### config.mk
export PLATFORM = sky130hd
export DESIGN_NAME = residue_checker_mod3
export DESIGN_NICKNAME = d
export VERILOG_FILES = /design/src/rtl/residue_checker_mod3_pkg.sv /design/src/rtl/res_mod3_step.sv /design/src/rtl/residue_checker_mod3.sv
export SDC_FILE = /design/constraint.sdc
export NUM_CORES = 1
export LEC_CHECK = 0
export CAP_MARGIN = 30
export CORE_UTILIZATION = 30
export DETAILED_ROUTE_END_ITERATION = 7
export PLACE_DENSITY = 0.8
export SYNTH_ARGS = -nofsm -noshare
export SYNTH_HDL_FRONTEND = slang
export SYNTH_SLANG_ARGS = --single-unit
### constraint.sdc
create_clock -name clk -period 2.4 [get_ports clk]
set_input_delay 0.24 -clock clk [delete_from_list [all_inputs] [get_ports clk]]
set_output_delay 0.24 -clock clk [all_outputs]
set_load 0.005 [all_outputs]
### src/rtl/residue_checker_mod3_pkg.sv
`default_nettype none
// ============================================================================
// Module      : residue_checker_mod3_pkg
// Description : Shared definitions for the mod-3 residue checker. Holds the
//               FSM state encodings, the residue code constants and the
//               mod-3 addition helper used by the reduction step.
// Ports       : none (package)
// Revision    : 1.0 - initial release
// ============================================================================
package residue_checker_mod3_pkg;

    // FSM state encoding
    localparam int         C_STATE_W   = 2;
    localparam logic [1:0] C_ST_IDLE   = 2'd0;
    localparam logic [1:0] C_ST_REDUCE = 2'd1;
    localparam logic [1:0] C_ST_RESULT = 2'd2;

    // Residue codes; code 3 is never a legal residue
    localparam logic [1:0] C_RES_ZERO    = 2'd0;
    localparam logic [1:0] C_RES_ONE     = 2'd1;
    localparam logic [1:0] C_RES_TWO     = 2'd2;
    localparam logic [1:0] C_RES_ILLEGAL = 2'd3;

    // A 2-bit value of 3 is congruent to 0 mod 3.
    function automatic logic [1:0] fold_mod3(input logic [1:0] v);
        return (v == C_RES_ILLEGAL) ? C_RES_ZERO : v;
    endfunction

    // (a + b) mod 3 on 2-bit operands, each folded first so that a faulty
    // accumulator value of 3 still reduces arithmetically.
    function automatic logic [1:0] add_mod3(input logic [1:0] a, input logic [1:0] b);
        logic [2:0] s;
        logic [2:0] t;
        s = {1'b0, fold_mod3(a)} + {1'b0, fold_mod3(b)};
        t = s - 3'd3;
        return (s >= 3'd3) ? t[1:0] : s[1:0];
    endfunction

endpackage
`default_nettype wire

### src/rtl/res_mod3_step.sv
`default_nettype none
// ============================================================================
// Module      : res_mod3_step
// Description : One mod-3 accumulation step: o_sum = (i_acc + i_chunk) mod 3,
//               with a fault-override mux on each of the two sum bits.
// Ports       : i_acc          - current accumulator (2 bits)
//               i_chunk        - next 2-bit data chunk (3 counts as 0)
//               i_fault_en_bus - per-gate fault enables (NG bits)
//               i_fault_val    - value forced onto an enabled gate
//               o_sum          - next accumulator value (2 bits)
// Revision    : 1.0 - initial release
// ============================================================================
module res_mod3_step
    import residue_checker_mod3_pkg::*;
#(
    parameter int NG       = 128,
    parameter int GID_SUM0 = 0,
    parameter int GID_SUM1 = 1
) (
    input  logic [1:0]    i_acc,
    input  logic [1:0]    i_chunk,
    input  logic [NG-1:0] i_fault_en_bus,
    input  logic          i_fault_val,
    output logic [1:0]    o_sum
);

    logic [1:0] w_sum_raw;
    logic       w_unused_fault_bits;

    assign w_sum_raw = add_mod3(i_acc, i_chunk);

    assign o_sum[0] = i_fault_en_bus[GID_SUM0] ? i_fault_val : w_sum_raw[0];
    assign o_sum[1] = i_fault_en_bus[GID_SUM1] ? i_fault_val : w_sum_raw[1];

    // Only two bits of the shared fault bus belong to this step.
    assign w_unused_fault_bits = ^i_fault_en_bus;

endmodule
`default_nettype wire

### src/rtl/residue_checker_mod3.sv
`default_nettype none
// ============================================================================
// Module      : residue_checker_mod3
// Description : Checks a predicted mod-3 residue against a W-bit data word.
//               The word is reduced two bits per cycle (4^k = 1 mod 3, so the
//               chunk sum equals the residue), then the result is presented
//               on a valid/ready output until accepted.
// Ports       : clk, rst                - clock, async active-high reset
//               in_valid/in_ready       - input handshake
//               in_data, in_res         - word and its predicted residue
//               fault_en_bus, fault_val - fault-injection controls
//               out_valid/out_ready     - output handshake
//               out_res                 - computed residue
//               out_err                 - mismatch or illegal predicted code
//               out_code_err            - predicted code was 3
//               err_cnt                 - saturating count of errored results
// Revision    : 1.0 - initial release
// ============================================================================
module residue_checker_mod3
    import residue_checker_mod3_pkg::*;
#(
    parameter int W        = 16,
    parameter int NG       = 128,
    parameter int GID_BASE = 0
) (
    input  logic          clk,
    input  logic          rst,
    input  logic          in_valid,
    output logic          in_ready,
    input  logic [W-1:0]  in_data,
    input  logic [1:0]    in_res,
    input  logic [NG-1:0] fault_en_bus,
    input  logic          fault_val,
    output logic          out_valid,
    input  logic          out_ready,
    output logic [1:0]    out_res,
    output logic          out_err,
    output logic          out_code_err,
    output logic [7:0]    err_cnt
);

    localparam int                 C_STEPS     = W / 2;
    localparam int                 C_CNT_W     = (C_STEPS > 1) ? $clog2(C_STEPS) : 1;
    localparam logic [C_CNT_W-1:0] C_LAST_STEP = C_CNT_W'(C_STEPS - 1);

    logic [C_STATE_W-1:0] r_state;
    logic [1:0]           r_acc;
    logic [W-1:0]         r_sh;
    logic [1:0]           r_res_q;
    logic [C_CNT_W-1:0]   r_count;
    logic [7:0]           r_err_cnt;

    logic [1:0]           w_acc_next;
    logic                 w_mis_raw;
    logic                 w_mis;
    logic                 w_code_err;
    logic                 w_in_result;
    logic                 w_err;

    res_mod3_step #(
        .NG       (NG),
        .GID_SUM0 (GID_BASE + 0),
        .GID_SUM1 (GID_BASE + 1)
    ) u_step (
        .i_acc          (r_acc),
        .i_chunk        (r_sh[1:0]),
        .i_fault_en_bus (fault_en_bus),
        .i_fault_val    (fault_val),
        .o_sum          (w_acc_next)
    );

    // Mismatch comparator with its own fault gate; the illegal-code flag is
    // deliberately kept outside any fault mux.
    assign w_mis_raw  = (r_acc != r_res_q);
    assign w_mis      = fault_en_bus[GID_BASE + 2] ? fault_val : w_mis_raw;
    assign w_code_err = (r_res_q == C_RES_ILLEGAL);

    assign w_in_result = (r_state == C_ST_RESULT);
    assign w_err       = w_code_err | w_mis;

    // Outputs decode straight from registered state. acc is passed through
    // unmodified so a fault-produced 3 stays visible.
    assign out_valid    = w_in_result;
    assign out_res      = w_in_result ? r_acc : 2'd0;
    assign out_code_err = w_in_result & w_code_err;
    assign out_err      = w_in_result & w_err;
    assign in_ready     = (r_state == C_ST_IDLE) & ~rst;
    assign err_cnt      = r_err_cnt;

    always_ff @(posedge clk or posedge rst) begin
        if (rst) begin
            r_state   <= C_ST_IDLE;
            r_acc     <= 2'd0;
            r_sh      <= '0;
            r_res_q   <= 2'd0;
            r_count   <= '0;
            r_err_cnt <= 8'd0;
        end else begin
            case (r_state)
                C_ST_IDLE: begin
                    if (in_valid) begin
                        r_sh    <= in_data;
                        r_res_q <= in_res;
                        r_acc   <= C_RES_ZERO;
                        r_count <= '0;
                        r_state <= C_ST_REDUCE;
                    end
                end
                C_ST_REDUCE: begin
                    r_acc   <= w_acc_next;
                    r_sh    <= r_sh >> 2;
                    r_count <= r_count + C_CNT_W'(1);
                    if (r_count == C_LAST_STEP) begin
                        r_state <= C_ST_RESULT;
                    end
                end
                C_ST_RESULT: begin
                    if (out_ready) begin
                        if (w_err && (r_err_cnt != 8'hFF)) begin
                            r_err_cnt <= r_err_cnt + 8'd1;
                        end
                        r_state <= C_ST_IDLE;
                    end
                end
                default: begin
                    r_state <= C_ST_IDLE;
                end
            endcase
        end
    end

endmodule
`default_nettype wire

# After elaboration in Yosys (flattened, before gate mapping)
# Index checks and enable logic that the tools add are counted.
[totals]
regBits = 33
latchBits = 0
rom_bits = 0
ram_bits = 0
elab_cells = 51
memories = 0
[op_classes]
div_mod_pow = 0
muxes = 17
n_shift = 0
addsub = 4
n_reduce_logical = 7
mul = 0
bitwise = 5
magnitude_cmp = 1
eq_ne = 11
[ops]
columns = ["operator", "n"]
rows = [
  ["$pmux W16 S2", 1],
  ["$mux W16", 1],
  ["$mux W2", 8],
  ["$add A8 B1 Y8 const B", 1],
  ["$eq A2 B2 Y1 const B", 4],
  ["$ne A8 B8 Y1 const B", 1],
  ["$ne A2 B2 Y1 const B", 3],
  ["$pmux W2 S3", 1],
  ["$pmux W3 S2", 1],
  ["$reduce_and A3 Y1", 2],
  ["$pmux W2 S2", 1],
  ["$reduce_and A2 Y1", 2],
  ["$add A2 B2 Y3", 1],
  ["$add A3 B1 Y3 const B", 1],
  ["$and A1 B1 Y1", 3],
  ["$eq A3 B3 Y1 const B", 1],
  ["$ge A3 B2 Y1 const B", 1],
  ["$mux W1", 3],
  ["$mux W3", 1],
  ["$eq A2 B1 Y1 const B", 1],
  ["$logic_not A2 Y1", 1],
  ["$ne A2 B2 Y1", 1],
  ["$reduce_bool A2 Y1", 1],
  ["$sub A2 B2 Y2 const B", 1],
  ["3 further kinds", 3],
]

# Longest topological paths before layout
[depth]
depth_word = 7
ltp_mapped = 9
depth_no_buf = 9

# Cells and area by module
# A second synthesis with hierarchy kept.
[hier_totals]
cells_unflattened = 190
hier_area_um2 = 1691.6
[by_module_without_submodules]
columns = ["module", "area_per_inst_um2", "n_inst", "cells_each"]
rows = [
  ["residue_checker_mod3", 1562.7, 1, 173],
  ["res_mod3_step", 128.9, 1, 17],
]

# Worst setup path after synthesis
# OpenSTA, ideal clock, no wires.
[synth_path]
path_type = "register to register"
from = "reg r_acc[0]"
to = "reg r_acc[0]"
stages_incl_launch_ff = 9
t_arrival_ns = 2.041
path_slack_ns = 0.277
cell_sequence = "dfrtp_1 -> and2b_1 -> ha_1 -> fa_1 -> ha_1 -> or3_1 -> a21oi_1 -> mux2i_1 -> o22ai_1"
[synth_between]
elab_chain_cells = 7
elab_cells_between_ends = 8
cone_classes = "add/sub: 2; order compare: 1; eq/ne: 1; mux: 4"
[synth_rtl]
columns = ["element", "line_no", "source"]
rows = [
  ["start: declaration", "residue_checker_mod3.sv:47", "logic [1:0] r_acc;"],
  ["start signal: assignment", "residue_checker_mod3.sv:110", "r_acc <= w_acc_next;"],
  ["$eq A2 B2 Y1", "residue_checker_mod3_pkg.sv:26", "return (v == C_RES_ILLEGAL) ? C_RES_ZERO : v;"],
  ["$mux W2 *", "residue_checker_mod3_pkg.sv:26", ""],
  ["$add A2 B2 Y3 *", "residue_checker_mod3_pkg.sv:34", "s = {1'b0, fold_mod3(a)} + {1'b0, fold_mod3(b)};"],
  ["$ge A3 B2 Y1 or $sub A2 B2 Y2 (tied branches)", "residue_checker_mod3_pkg.sv:36, residue_checker_mod3_pkg.sv:35", ""],
  ["$mux W2 *", "residue_checker_mod3_pkg.sv:36", "return (s >= 3'd3) ? t[1:0] : s[1:0];"],
  ["$mux W1 *", "res_mod3_step.sv:32", "assign o_sum[0] = i_fault_en_bus[GID_SUM0] ? i_fault_val : w_sum_raw[0];"],
  ["$pmux W2 S2 *", "residue_checker_mod3.sv:99", "case (r_state)"],
]
# Mark *: on every way between the ends. The rest lies on a longest branch, timed or not.
# A chain may end at the register's enable or synchronous reset.

# Worst setup path in the final report
[layout_path]
from = "in fault_val"
to = "out out_err"
[layout_between]
elab_chain_cells = 3
[layout_rtl]
columns = ["element", "line_no", "source"]
rows = [
  ["start: declaration", "residue_checker_mod3.sv:33", "input logic fault_val,"],
  ["$mux W1", "residue_checker_mod3.sv:75", "assign w_mis = fault_en_bus[GID_BASE + 2] ? fault_val : w_mis_raw;"],
  ["$or A1 B1 Y1", "residue_checker_mod3.sv:79", "assign w_err = w_code_err | w_mis;"],
  ["$and A1 B1 Y1", "residue_checker_mod3.sv:86", "assign out_err = w_in_result & w_err;"],
  ["end: declaration", "residue_checker_mod3.sv:37", "output logic out_err,"],
]
# No other way between the ends.

==> results.md <==
* CTS tree: done
* Number of flops mapped to enable cells by yosys at 0
* Drt pass-1 iters at 4
* Post-route cell area at roughly 2300 sq um
* Netlist Area Pre-Place at approximately 1700 sq um
* Root buf cell: clkbuf_8
* Hpwl dp at approximately 2500 um
* CP required at ~2.2 ns
* Top delay family on crit path: buffers and inverters
* GRT overflow at 0
* # IOs at 165
* Vias/cell at 4.62
* Cells after Synth at ~170
* Largest net degree at the start of global routing at 34
* Area grow syn2layout at 33.9%
* Max incr delay on CP at between 0.5 and 0.6 ns
* Status: finished clean
* Ys Warns at 0
* Drt first-iter violations at 50
* Max_cap viols at 0
* CP max FO at 8
* Worst Path Buf+Inv at 2
* Antenna viol nets, final at 0
* Count of different cell masters after synthesis at 38
* Seq cells post-synth at 33
* Core Area at between 5000 and 6000 sq um
* Worst Hold Class: primary input to asynchronous set/reset pin
* Die width at just under 80 um
* Cts hold-fix bufs at 0
* Final Hold Viols at 0
* Power per cell area at approximately 940 nW/um^2
* Antenna violations before repair at 0
* Final setup vio count at 0
* Die Area at ~6000 sq um
* RSZ-0062 raised after global routing: no
* Syn_area_per_cell at 10.1 sq um
* Vias in the first global route at ~1,300
* First-pass GRT wire length at between 6000 and 7000 um
* Effective utilization at floorplan at 0.311
* Final min period at between 2 and 2.5 ns
* Final Power at ~2.2 mW
* WL/cell at approximately 12 um
* Global placement routability congestion at ~0.72
* CP arrival at 2.00 ns
* Final net count at 370
* PortBufs at 39
* Sequential element share of the synthesized area at 0.482
* Clock Path Buffers at 2
* Fraction of layout cells with a size suffix above 1 at 0.117
* Leakage Power at approximately 1.0 nW
* CTS sink cnt at 33
* Number of CTS-inserted buffers at 5
* Die Y at 77.6 um
* Utilization after layout at 0.417
* Worst-Skew Late Latency at 0.28 ns
* IR drop worst, VDD at ~0.57 mV
* Setup CP Type: primary input to output pin
* FP Rows at 27
* Setup_tns at 0 ns
* Most frequent CP cell: clkdlybuf4s50_1
* Synth Flop Type: dfrtp_1
* Total track usage at 0.129
* Syn nets at between 300 and 400
* Worst Tran Pin Value at about 0.45 ns
* Drt total wl at 3450 um
* Instance area at placement at between 2000 and 2500 sq um
* Antenna cell count at 0
* DRC at 0
* Routed vias at around 1,300
* Slowest cell on the critical path: clkdlybuf4s50_1
* Clock-pin slew on the worst setup and hold paths at ~0.070 ns
* Slew Viols, Final at 0
* Asr flop ratio synth at 1.00
* Final Skew at around 0.0072 ns
* Worst rel slew slack at 0.701
* Fin crit share at 0.932
* CP Launch Type: primary input
* Post-CTS sizing at 0
* Endpoint type of the worst setup path: output pin
* Post-CTS Setup Bufs at 0
* Worst-path cell chain: clkdlybuf4s50_1, and2b_1, a31oi_2, o22ai_4, nor2_1, clkdlybuf4s50_1
* H-tree level count at 2
* Fmax at about 450 MHz
## tightest hold or removal path, delay by kind of cell
kind | cells | cell delay, ns
buf+inv | 3 | 0.85
## metal layers
| metal | vias to the layer above | wire length, um | track usage |
|---|---|---|---|
| li1 | 669 | - | - |
| met1 | 614 | 1700 | 0.174 |
| met2 | 33 | 1550 | 0.194 |
| met3 | 5 | 144 | 0.0329 |
| met4 | 0 | 51 | 0.0566 |
| met5 | - | 0 | 0 |
## final cells by class
class,instances,area [sq um]
Timing Repair Buffer,44,428
Inverter,5,18.8
Fill cell,538,3210
Clock buffer,5,68.8
Sequential cell,33,826
Clock inverter,3,17.5
Multi-Input combinational cell,124,846
Tap cell,72,90.1
## cell usage after synthesis (3+ instances only)
cell type	number	share of area
inv_1	5	0.011
dfrtp_1	33	0.48
nor2_1	6	0.013
nor3_1	4	0.012
xor2_1	6	0.031
nand2_1	31	0.068
mux2i_1	15	0.088
o21ai_0	23	0.067
clkbuf_1	4	0.0088
nor2b_1	3	0.011
nand3_1	3	0.0088
ha_1	5	0.036
## final timing paths
| kind | startpoint | to | slack [ns] | cells after the start |
|---|---|---|---|---|
| max in group asynchronous | rst | r_sh[12]$_DFFE_PP0P_ | 1.71 | 3 |
| worst max register to register | r_acc[1]$_DFFE_PP0P_ | r_acc[0]$_DFFE_PP0P_ | 0.18 | 8 |
| min in group clk | r_sh[11]$_DFFE_PP0P_ | r_sh[9]$_DFFE_PP0P_ | 0.48 | 2 |
| worst min register to register | r_sh[11]$_DFFE_PP0P_ | r_sh[9]$_DFFE_PP0P_ | 0.48 | 2 |
| worst max-delay path | fault_val | out_err | 0.16 | 6 |
| worst min-delay path | rst | r_state[0]$_DFFE_PP0P_ | 0.39 | 3 |
## through the flow
step / cells / hold WS, ns / setup slack, ns
2_1_floorplan: 169 / 0.349 / 0.277
3_3_place_gp: 277 / 0.457 / 0.170
3_5_place_dp: 277 / 0.468 / 0.158
4_1_cts: 285 / 0.400 / 0.135
5_1_grt: 286 / 0.447 / 0.0373
6_report: 286 / 0.386 / 0.164
## state kept, by name (all words and copies together), names as in the netlist
signal	cells
err_cnt	8
r_acc	2
r_count	3
r_res_q	2
r_sh	16
r_state	2
## power breakdown
group | total (mW) | internal, mW | switching, mW
registers | 0.878 | 0.742 | 0.136
clock network | 0.407 | 0.200 | 0.208
logic | 0.874 | 0.416 | 0.458
total | 2.16 | 1.36 | 0.802
## placed cells by master, fill, tap and decap left out, drive strengths merged, types with 3 or more instances in the layout
master	n
clkdlybuf4s50	39
dfrtp	33
nand2	32
o21ai	23
mux2i	15
nor2	6
xor2	6
inv	5
ha	5
clkbuf	5
buf	5
nor3	4
nor2b	4
nand3	3
mux2	3
## kinds of logic (layout without fill, tap and decap cells)
logic type	after synthesis	count (layout)	share of synthesized area
and+or+nand+nor	62	62	0.185
AOI/OAI and AO/OA	30	30	0.107
adders and majority gates	6	6	0.0482
xor gates and xnor gates	8	8	0.0409
DFF	33	33	0.482
muxes	18	18	0.107
buffers and inverters	12	57	0.0292
Note: power is estimated with default switching activity, not from simulation.
